`config.mk`:
```
export PLATFORM = sky130hd
export DESIGN_NAME = jtopl_timers_flat
export DESIGN_NICKNAME = d
export VERILOG_FILES = /design/src/rtl/jtopl_pkg.sv /design/src/rtl/jtopl_timers_if.sv /design/src/rtl/jtopl_timer.sv /design/src/rtl/jtopl_timers.sv /design/src/flat_wrapper.sv
export SDC_FILE = /design/constraint.sdc
export NUM_CORES = 1
export LEC_CHECK = 0
export CORE_ASPECT_RATIO = 0.6
export CORE_MARGIN = 8
export CORE_UTILIZATION = 44
export CTS_BUF_LIST = sky130_fd_sc_hd__clkbuf_16
export CTS_CLUSTER_SIZE = 16
export DETAILED_ROUTE_END_ITERATION = 10
export GPL_TIMING_DRIVEN = 0
export PLACE_DENSITY = 0.85
export SLEW_MARGIN = 25
export SYNTH_ARGS = -nofsm -noshare
export SYNTH_HDL_FRONTEND = slang
export SYNTH_SLANG_ARGS = --single-unit
export TNS_END_PERCENT = 1
```
`constraint.sdc`:
```
create_clock -name clk -period 1.69 [get_ports clk]
set_input_delay 0.338 -clock clk [delete_from_list [all_inputs] [get_ports clk]]
set_output_delay 0.338 -clock clk [all_outputs]
set_load 0.01 [all_outputs]
```
`src/rtl/jtopl_pkg.sv`:
```
// Shared constants for the OPL timer block and the register interface.
package jtopl_pkg;

  // Timer counter / preset width
  localparam int unsigned JT_CW    = 8;
  // Timer 2 prescaler width: Timer 2 advances once per 2**JT_PRE_W ticks
  localparam int unsigned JT_PRE_W = 2;

endpackage

```
`src/rtl/jtopl_timers_if.sv`:
```
// Register-side levels/pulses into the timers and status/strobes back out.
interface jtopl_timers_if
  import jtopl_pkg::*;
#(
  parameter int unsigned CW = JT_CW
);

  logic          tick;
  logic [CW-1:0] value_a;
  logic [CW-1:0] value_b;
  logic          load_a;
  logic          load_b;
  logic          mask_a;
  logic          mask_b;
  logic          clr_flags;
  logic          flag_a;
  logic          flag_b;
  logic          irq_n;
  logic          ovf_a;
  logic          ovf_b;

  modport master (
    output tick, value_a, value_b, load_a, load_b, mask_a, mask_b, clr_flags,
    input  flag_a, flag_b, irq_n, ovf_a, ovf_b
  );

  modport slave (
    input  tick, value_a, value_b, load_a, load_b, mask_a, mask_b, clr_flags,
    output flag_a, flag_b, irq_n, ovf_a, ovf_b
  );

endinterface

```
`src/rtl/jtopl_timer.sv`:
```
// One OPL interval timer: start-edge load, up-count, reload on overflow,
// registered overflow strobe and maskable status flag.
module jtopl_timer
  import jtopl_pkg::*;
#(
  parameter int unsigned W = JT_CW
) (
  input  logic         clk,
  input  logic         rst,
  input  logic         step,
  input  logic         load,
  input  logic         mask,
  input  logic         clr,
  input  logic [W-1:0] value,
  output logic         ovf,
  output logic         flag
);

  logic [W-1:0] cnt;
  logic         load_q;
  logic         start;
  logic         wrap;

  // Start edge beats a coincident step; wrap only while running
  always_comb begin
    start = load & ~load_q;
    wrap  = ~start & load & step & (cnt == '1);
  end

  // Counter, load history and overflow strobe
  always_ff @(posedge clk) begin
    if (rst) begin
      cnt    <= '0;
      load_q <= 1'b0;
      ovf    <= 1'b0;
    end else begin
      load_q <= load;
      ovf    <= wrap;
      if (start || wrap) begin
        cnt <= value;
      end else if (load && step) begin
        cnt <= cnt + 1'b1;
      end
    end
  end

  // Status flag: mask forces clear, a set outranks a coincident clear
  always_ff @(posedge clk) begin
    if (rst) begin
      flag <= 1'b0;
    end else if (mask) begin
      flag <= 1'b0;
    end else if (wrap) begin
      flag <= 1'b1;
    end else if (clr) begin
      flag <= 1'b0;
    end
  end

endmodule

```
`src/rtl/jtopl_timers.sv`:
```
// OPL Timer 1 / Timer 2 with Timer 2 prescaler and active-low IRQ combine.
module jtopl_timers
  import jtopl_pkg::*;
#(
  parameter int unsigned CW    = JT_CW,
  parameter int unsigned PRE_W = JT_PRE_W
) (
  input  logic                 clk,
  input  logic                 rst,
  jtopl_timers_if.slave        bus
);

  logic [PRE_W-1:0] pre;
  logic             step_b;

  // Free-running Timer 2 prescaler, advanced by every tick
  always_ff @(posedge clk) begin
    if (rst) begin
      pre <= '0;
    end else if (bus.tick) begin
      pre <= pre + 1'b1;
    end
  end

  // Timer 2 steps on the tick that wraps the prescaler; IRQ from flags
  always_comb begin
    step_b    = bus.tick & (pre == '1);
    bus.irq_n = ~(bus.flag_a | bus.flag_b);
  end

  jtopl_timer #(.W(CW)) u_timer_a (
    .clk   (clk),
    .rst   (rst),
    .step  (bus.tick),
    .load  (bus.load_a),
    .mask  (bus.mask_a),
    .clr   (bus.clr_flags),
    .value (bus.value_a),
    .ovf   (bus.ovf_a),
    .flag  (bus.flag_a)
  );

  jtopl_timer #(.W(CW)) u_timer_b (
    .clk   (clk),
    .rst   (rst),
    .step  (step_b),
    .load  (bus.load_b),
    .mask  (bus.mask_b),
    .clr   (bus.clr_flags),
    .value (bus.value_b),
    .ovf   (bus.ovf_b),
    .flag  (bus.flag_b)
  );

endmodule

```
`src/flat_wrapper.sv`:
```
// flat-port wrapper written by rule: the top's interface ports become plain ports
module jtopl_timers_flat import jtopl_pkg::*;
#(
  parameter int unsigned CW    = JT_CW,
  parameter int unsigned PRE_W = JT_PRE_W
)
  (clk, rst, bus_tick, bus_value_a, bus_value_b, bus_load_a, bus_load_b, bus_mask_a, bus_mask_b, bus_clr_flags, bus_flag_a, bus_flag_b, bus_irq_n, bus_ovf_a, bus_ovf_b);
  jtopl_timers_if #(.CW(CW)) bus_i ();
  input  logic clk;
  input  logic rst;
  input wire logic [$bits(bus_i.tick)-1:0] bus_tick;
  input wire logic [$bits(bus_i.value_a)-1:0] bus_value_a;
  input wire logic [$bits(bus_i.value_b)-1:0] bus_value_b;
  input wire logic [$bits(bus_i.load_a)-1:0] bus_load_a;
  input wire logic [$bits(bus_i.load_b)-1:0] bus_load_b;
  input wire logic [$bits(bus_i.mask_a)-1:0] bus_mask_a;
  input wire logic [$bits(bus_i.mask_b)-1:0] bus_mask_b;
  input wire logic [$bits(bus_i.clr_flags)-1:0] bus_clr_flags;
  output wire logic [$bits(bus_i.flag_a)-1:0] bus_flag_a;
  output wire logic [$bits(bus_i.flag_b)-1:0] bus_flag_b;
  output wire logic [$bits(bus_i.irq_n)-1:0] bus_irq_n;
  output wire logic [$bits(bus_i.ovf_a)-1:0] bus_ovf_a;
  output wire logic [$bits(bus_i.ovf_b)-1:0] bus_ovf_b;
  assign bus_i.tick = bus_tick;
  assign bus_i.value_a = bus_value_a;
  assign bus_i.value_b = bus_value_b;
  assign bus_i.load_a = bus_load_a;
  assign bus_i.load_b = bus_load_b;
  assign bus_i.mask_a = bus_mask_a;
  assign bus_i.mask_b = bus_mask_b;
  assign bus_i.clr_flags = bus_clr_flags;
  assign bus_flag_a = bus_i.flag_a;
  assign bus_flag_b = bus_i.flag_b;
  assign bus_irq_n = bus_i.irq_n;
  assign bus_ovf_a = bus_i.ovf_a;
  assign bus_ovf_b = bus_i.ovf_b;
  jtopl_timers #(.CW(CW), .PRE_W(PRE_W)) u_core (.clk(clk), .rst(rst), .bus(bus_i));
endmodule
```
# ---- Word-level counts from Yosys, hierarchy flattened
# Index checks and enable logic that the tools add are counted.
dict set report totals {
  regBits 24
  latch_bits 0
  ramBits 0
  mem_bits_ro 0
  out_inout_bits 5
  memories 0
}
dict set report classes {
  add_sub_neg 3
  multipliers 0
  div 0
  n_lt_le_gt_ge 0
  n_eq_ne 3
  shifts 0
  n_mux 7
  bitwise_logic 15
  reduce_logical 10
}
# operator count
set ops {}
lappend ops {{8-bit 2-to-1 mux} 4}
lappend ops {{8-bit by 1-bit adder with 8-bit output (second input constant)} 2}
lappend ops {{8-bit == test (second input constant)} 2}
lappend ops {{1-bit bitwise AND} 9}
lappend ops {{2-bit nonzero test} 4}
lappend ops {{1-bit inverter} 5}
lappend ops {{2-bit OR reduction} 2}
lappend ops {{1-bit 2-to-1 mux} 3}
lappend ops {{2-bit by 1-bit adder with 2-bit output (second input constant)} 1}
lappend ops {{2-bit == test (second input constant)} 1}
lappend ops {{1-bit logical AND} 2}
lappend ops {{1-bit logical OR} 2}
lappend ops {{1-bit OR} 1}

# ---- Depth between registers and ports, before layout
# Gate-level depths: netlist (run 1).
dict set report depth {
  depth_word 8
  ltp_mapped 8
  depth_no_buf 6
}

# ---- By module
# From an unflattened synthesis (run 1), not the netlist that was laid out.
dict set report hier_totals {
  hier_cells 139
  hier_area_um2 1303.8
}
# mod instances cells_per_inst area_per_inst_um2
set modules_own_cells {}
lappend modules_own_cells {jtopl_timer 2 65 606.8}
lappend modules_own_cells {jtopl_timers 1 9 90.1}

# ---- Least setup slack after synthesis (run 1)
# OpenSTA, ideal clock, no wires.
dict set report synth_path {
  path_type {register to register}
  start {register u_core.u_timer_a.cnt[0]}
  end {register u_core.u_timer_a.cnt[7]}
  setup_time_ns 0.095
  arrival_time_ns 1.766
  path_slack_ns -0.171
  path_stages_with_launch 8
  n_path_buf 1
  synth_period_minus_slack_ns 1.861
  cell_sequence {dfxtp_1 ha_1 nand3_2 or4_4 and2_4 buf_6 mux2i_1 a221oi_1}
}
dict set report synth_via {
  elab_chain_cells 4
}
# item line_no
set synth_lines {}
lappend synth_lines {{start: declaration} jtopl_timer.sv:19} ;# logic [W-1:0] cnt;
lappend synth_lines {{start signal: assignment} jtopl_timer.sv:40} ;# cnt <= value;
lappend synth_lines {{start signal: assignment} jtopl_timer.sv:42} ;# cnt <= cnt + 1'b1;
lappend synth_lines {{parallel branches: the longest is 4 deep, another holds 8-bit by 1-bit adder with 8-bit output} n/a}
# Parallel ways; which one is timed is not known. The select of a mux whose other input is x is not followed.
# A chain may end at the register's enable or synchronous reset.

# ---- Final worst setup path (run 1)
# Same ends and word-level chain as after synthesis.

==> results of run 1 <==
where the power goes:
part / internal, mW / switching (mW)
sequential: 0.605 / 0.0373
combinational: 0.129 / 0.111
clock: 0.471 / 0.203
per-stage QoR:
| step | cell area, um^2 | setup slack [ns] | cells |
|---|---|---|---|
| detailed placement | 1580 | -0.739 | 201 |
| CTS | 1790 | -0.0899 | 211 |
| floorplan | 1270 | -0.0398 | 140 |
| finish | 1820 | -0.0397 | 212 |
| global route | 1820 | -0.0932 | 212 |
| global placement | 1580 | -0.695 | 201 |
tightest hold or removal path, cell delays in order:
cell     delay, ns
buf_6         0.12
xnor2_1       0.08
nor2_1        0.08
cells by family (layout without fill, tap and decap cells):
group | Yosys count | count (layout)
buf+inv | 12 | 50
flops | 24 | 24
xor+xnor | 13 | 13
fa+ha+maj | 3 | 3
mux | 3 | 3
compound gates | 25 | 25
simple gates | 60 | 60
worst min-delay path by stage:
stage | to | depth (start not counted)
5_1_grt | u_core.pre[1]$_SDFFE_PP0P_ | 3
6_report | u_core.pre[0]$_SDFFE_PP0P_ | 3
4_1_cts | u_core.pre[0]$_SDFFE_PP0P_ | 3
2_1_floorplan | u_core.u_timer_a.load_q$_SDFF_PP0_ | 1
3_5_place_dp | u_core.u_timer_a.cnt[7]$_SDFFE_PP0P_ | 2
3_3_place_gp | u_core.pre[1]$_SDFFE_PP0P_ | 2
layout by cell type (no fill, tap or decap), types with 2 or more instances in the layout:
| cell | count |
|---|---|
| a211oi_1 | 7 |
| xnor2_1 | 6 |
| nor2_1 | 15 |
| dfxtp_2 | 4 |
| nor2_4 | 3 |
| nand4_1 | 7 |
| xor2_1 | 7 |
| nor2b_1 | 3 |
| nor2_2 | 4 |
| dfxtp_4 | 2 |
| clkdlybuf4s50_1 | 25 |
| inv_1 | 5 |
| o21ai_0 | 4 |
| clkbuf_16 | 3 |
| dlygate4sd2_1 | 2 |
| ha_2 | 2 |
| nand3_1 | 4 |
| mux2i_1 | 2 |
| o21a_1 | 2 |
| a211oi_2 | 6 |
| dfxtp_1 | 18 |
| nor4_1 | 2 |
| buf_4 | 10 |
| nand2_1 | 11 |
routing by layer:
metal | part of all wire (%) | wire [um] | GRT usage [%]
met5 | 0 | 0 | 0
met3 | 5.1 | 168 | 4.29
met2 | 47 | 1560 | 24.1
met1 | 46 | 1530 | 17.0
met4 | 1.4 | 46 | 4.52
final cells by class:
cell class | count | area share [%]
flip-flops and latches | 24 | 27.1
inverters | 5 | 1.03
repair buffers | 36 | 18.4
multi-input cells | 104 | 43.1
clock buffers | 3 | 4.12
plain buffers | 5 | 2.27
clock inverters | 1 | 1.65
well taps | 34 | 2.34
state kept, by name (all words and copies together), names as in the netlist:
| name | cells |
|---|---|
| u_core.u_timer_a.cnt | 8 |
| u_core.u_timer_b.cnt | 8 |
| u_core.pre | 2 |
| u_core.u_timer_a.flag | 1 |
| u_core.u_timer_a.load_q | 1 |
| u_core.u_timer_a.ovf | 1 |
| u_core.u_timer_b.flag | 1 |
| u_core.u_timer_b.load_q | 1 |
| u_core.u_timer_b.ovf | 1 |
repair_timing:
action                                  CTS  global route
hold buffers                              0             0
pin swaps                                 6             6
endpoints found under the setup margin   16            16
resized for setup                        16             9
setup buffers                             7             2
==> results_dict.tcl, run 1 <==
set metrics [dict create \
    run_status "complete, but fails checks" \
    failed_checks "negative setup slack" \
    synth_seq_area_share_pct 38.6 \
    fin_crit_ns 1.73 \
    overflow 0 \
    reg2reg_slack_ns -0.04 \
    synth_edf_count 0 \
    drc 0 \
    drv_cap 0 \
    gp_congestion 0.926 \
    tightest_slew_ns 0.663 \
    cts_root_buffer "clkbuf_16" \
    dieArea_um2 4840 \
    ys_seq_elements 24 \
    synth-simple-area-share_pct 24.0 \
    grt_pass1_vias 1235 \
    synth_compound_area_share_pct 17.2 \
    wl_per_cell_um 15.6 \
    yosys-top-cells-area "dfxtp_1 39%, nor2_1 6.6%, a211oi_2 6.0%" \
    cellPowerDensity_nw_per_um2 854 \
    netlist.area_leader.share_pct 38.6 \
    fill_cells 208 \
    postSynthCellCount 140 \
    hold_viol 0 \
    crit_slowest_cell "or4_4" \
    worstReg2RegStart "u_core.u_timer_a.cnt[0]$_SDFFE_PP0P_" \
    r2r_cells 6 \
    ff_latch_area_um2 493 \
    core_area_um2 2780 \
    clockBufferDepth 2 \
    critPathKind "reg -> reg" \
    synth.avg_cell_area_um2 8.88 \
    cp_slowest_stage_delay_ns 0.49 \
    vias 1155 \
    hold_start "bus_tick" \
    yosysTopAreaCell "dfxtp_1" \
    clock_skew_ns 0.00569 \
    crit_chain "ha_4 > nand3_4 > or4_4 > and2_4 > mux2i_4 > a221oi_2" \
    fp.dieH_um 57.2 \
    cts_sinks 24 \
    synth.most_common_cell "dfxtp_1" \
    dp_hpwl_um 2390 \
    startpoint "u_core.u_timer_a.cnt[0]$_SDFFE_PP0P_" \
    path_clk_slew_ns 0.07 \
    min_path_type "in -> reg" \
    dr.pass1.iters 4 \
    fin_setup_tns_ns -0.0616 \
    drv_slew 0 \
    synthMuxAreaShare_pct 2.41 \
    antenna_cells 0 \
    critical_path_arrival_ns 1.90 \
    viasPerCell 5.45 \
    syn_area_um2 1240 \
    grt_antenna_before_repair 0 \
    synthDistinctLibCells 36 \
    portBuffers 27 \
    drive_above_1_share_pct 25.8 \
    utilization_pct 65.6 \
    ir_worst_vdd_mv 0.551 \
    multi_input_area_um2 786 \
    grt_setup_unrepaired "yes" \
    endpoint "u_core.u_timer_a.cnt[7]$_SDFFE_PP0P_" \
    max_slew_margin_pct 55.8 \
    ant_nets 0 \
    crit_path_max_fanout 4 \
    htree_levels 1 \
    drtIter0Drc 95 \
    grt_usage_pct 14.3 \
    post-route-period-util_pct 102 \
    clk_latency_ns 0.26 \
    critPathBufInv 0 \
    p_leak_nw 0.637 \
    crit_cells 6 \
    cts_buffers 3 \
    ys_warn_count 0 \
    synth_top_family_by_area "simple AND/OR/NAND/NOR gates" \
    start_util_pct 44.8 \
    synth-xor-area-share_pct 9.15 \
    syn_to_final_growth_pct 46.5 \
    fmax_ghz 0.578 \
    synth_nets 167 \
    critPathLaunchType "flip-flop" \
    cts_tree "done" \
    p_total_mw 1.56 \
    io_pins 29 \
    fin_nets 206 \
    grt_max_degree 15 \
    finalWirelength_um 3300 \
    cp.required_ns 1.86 \
    setup_ws_ns -0.0397 \
    r2r-end "u_core.u_timer_a.cnt[7]$_SDFFE_PP0P_" \
    synth_common_cells "24 x dfxtp_1, 22 x nor2_1, 11 x nand2_1" \
    crit_family "simple AND/OR/NAND/NOR gates" \
    setup_viol 2 \
    grt_pass1_wl_um 5750 \
    synthFlopType "dfxtp_1" \
    async_flop_share_pct 0 \
    dieWidth_um 84.6 \
    synthAdderAreaFrac_pct 3.02 \
    rows 15 \
    endpoint_kind "flip-flop" \
    whs_ns 0.402 \
]
Note: power is estimated with default switching activity, not from simulation.
==> run 2: changes to the inputs <==
- SLEW_MARGIN: 25 -> 20
==> results of run 2 <==
Same layout as run 1: the final DEF is identical, and so are final timing and power.
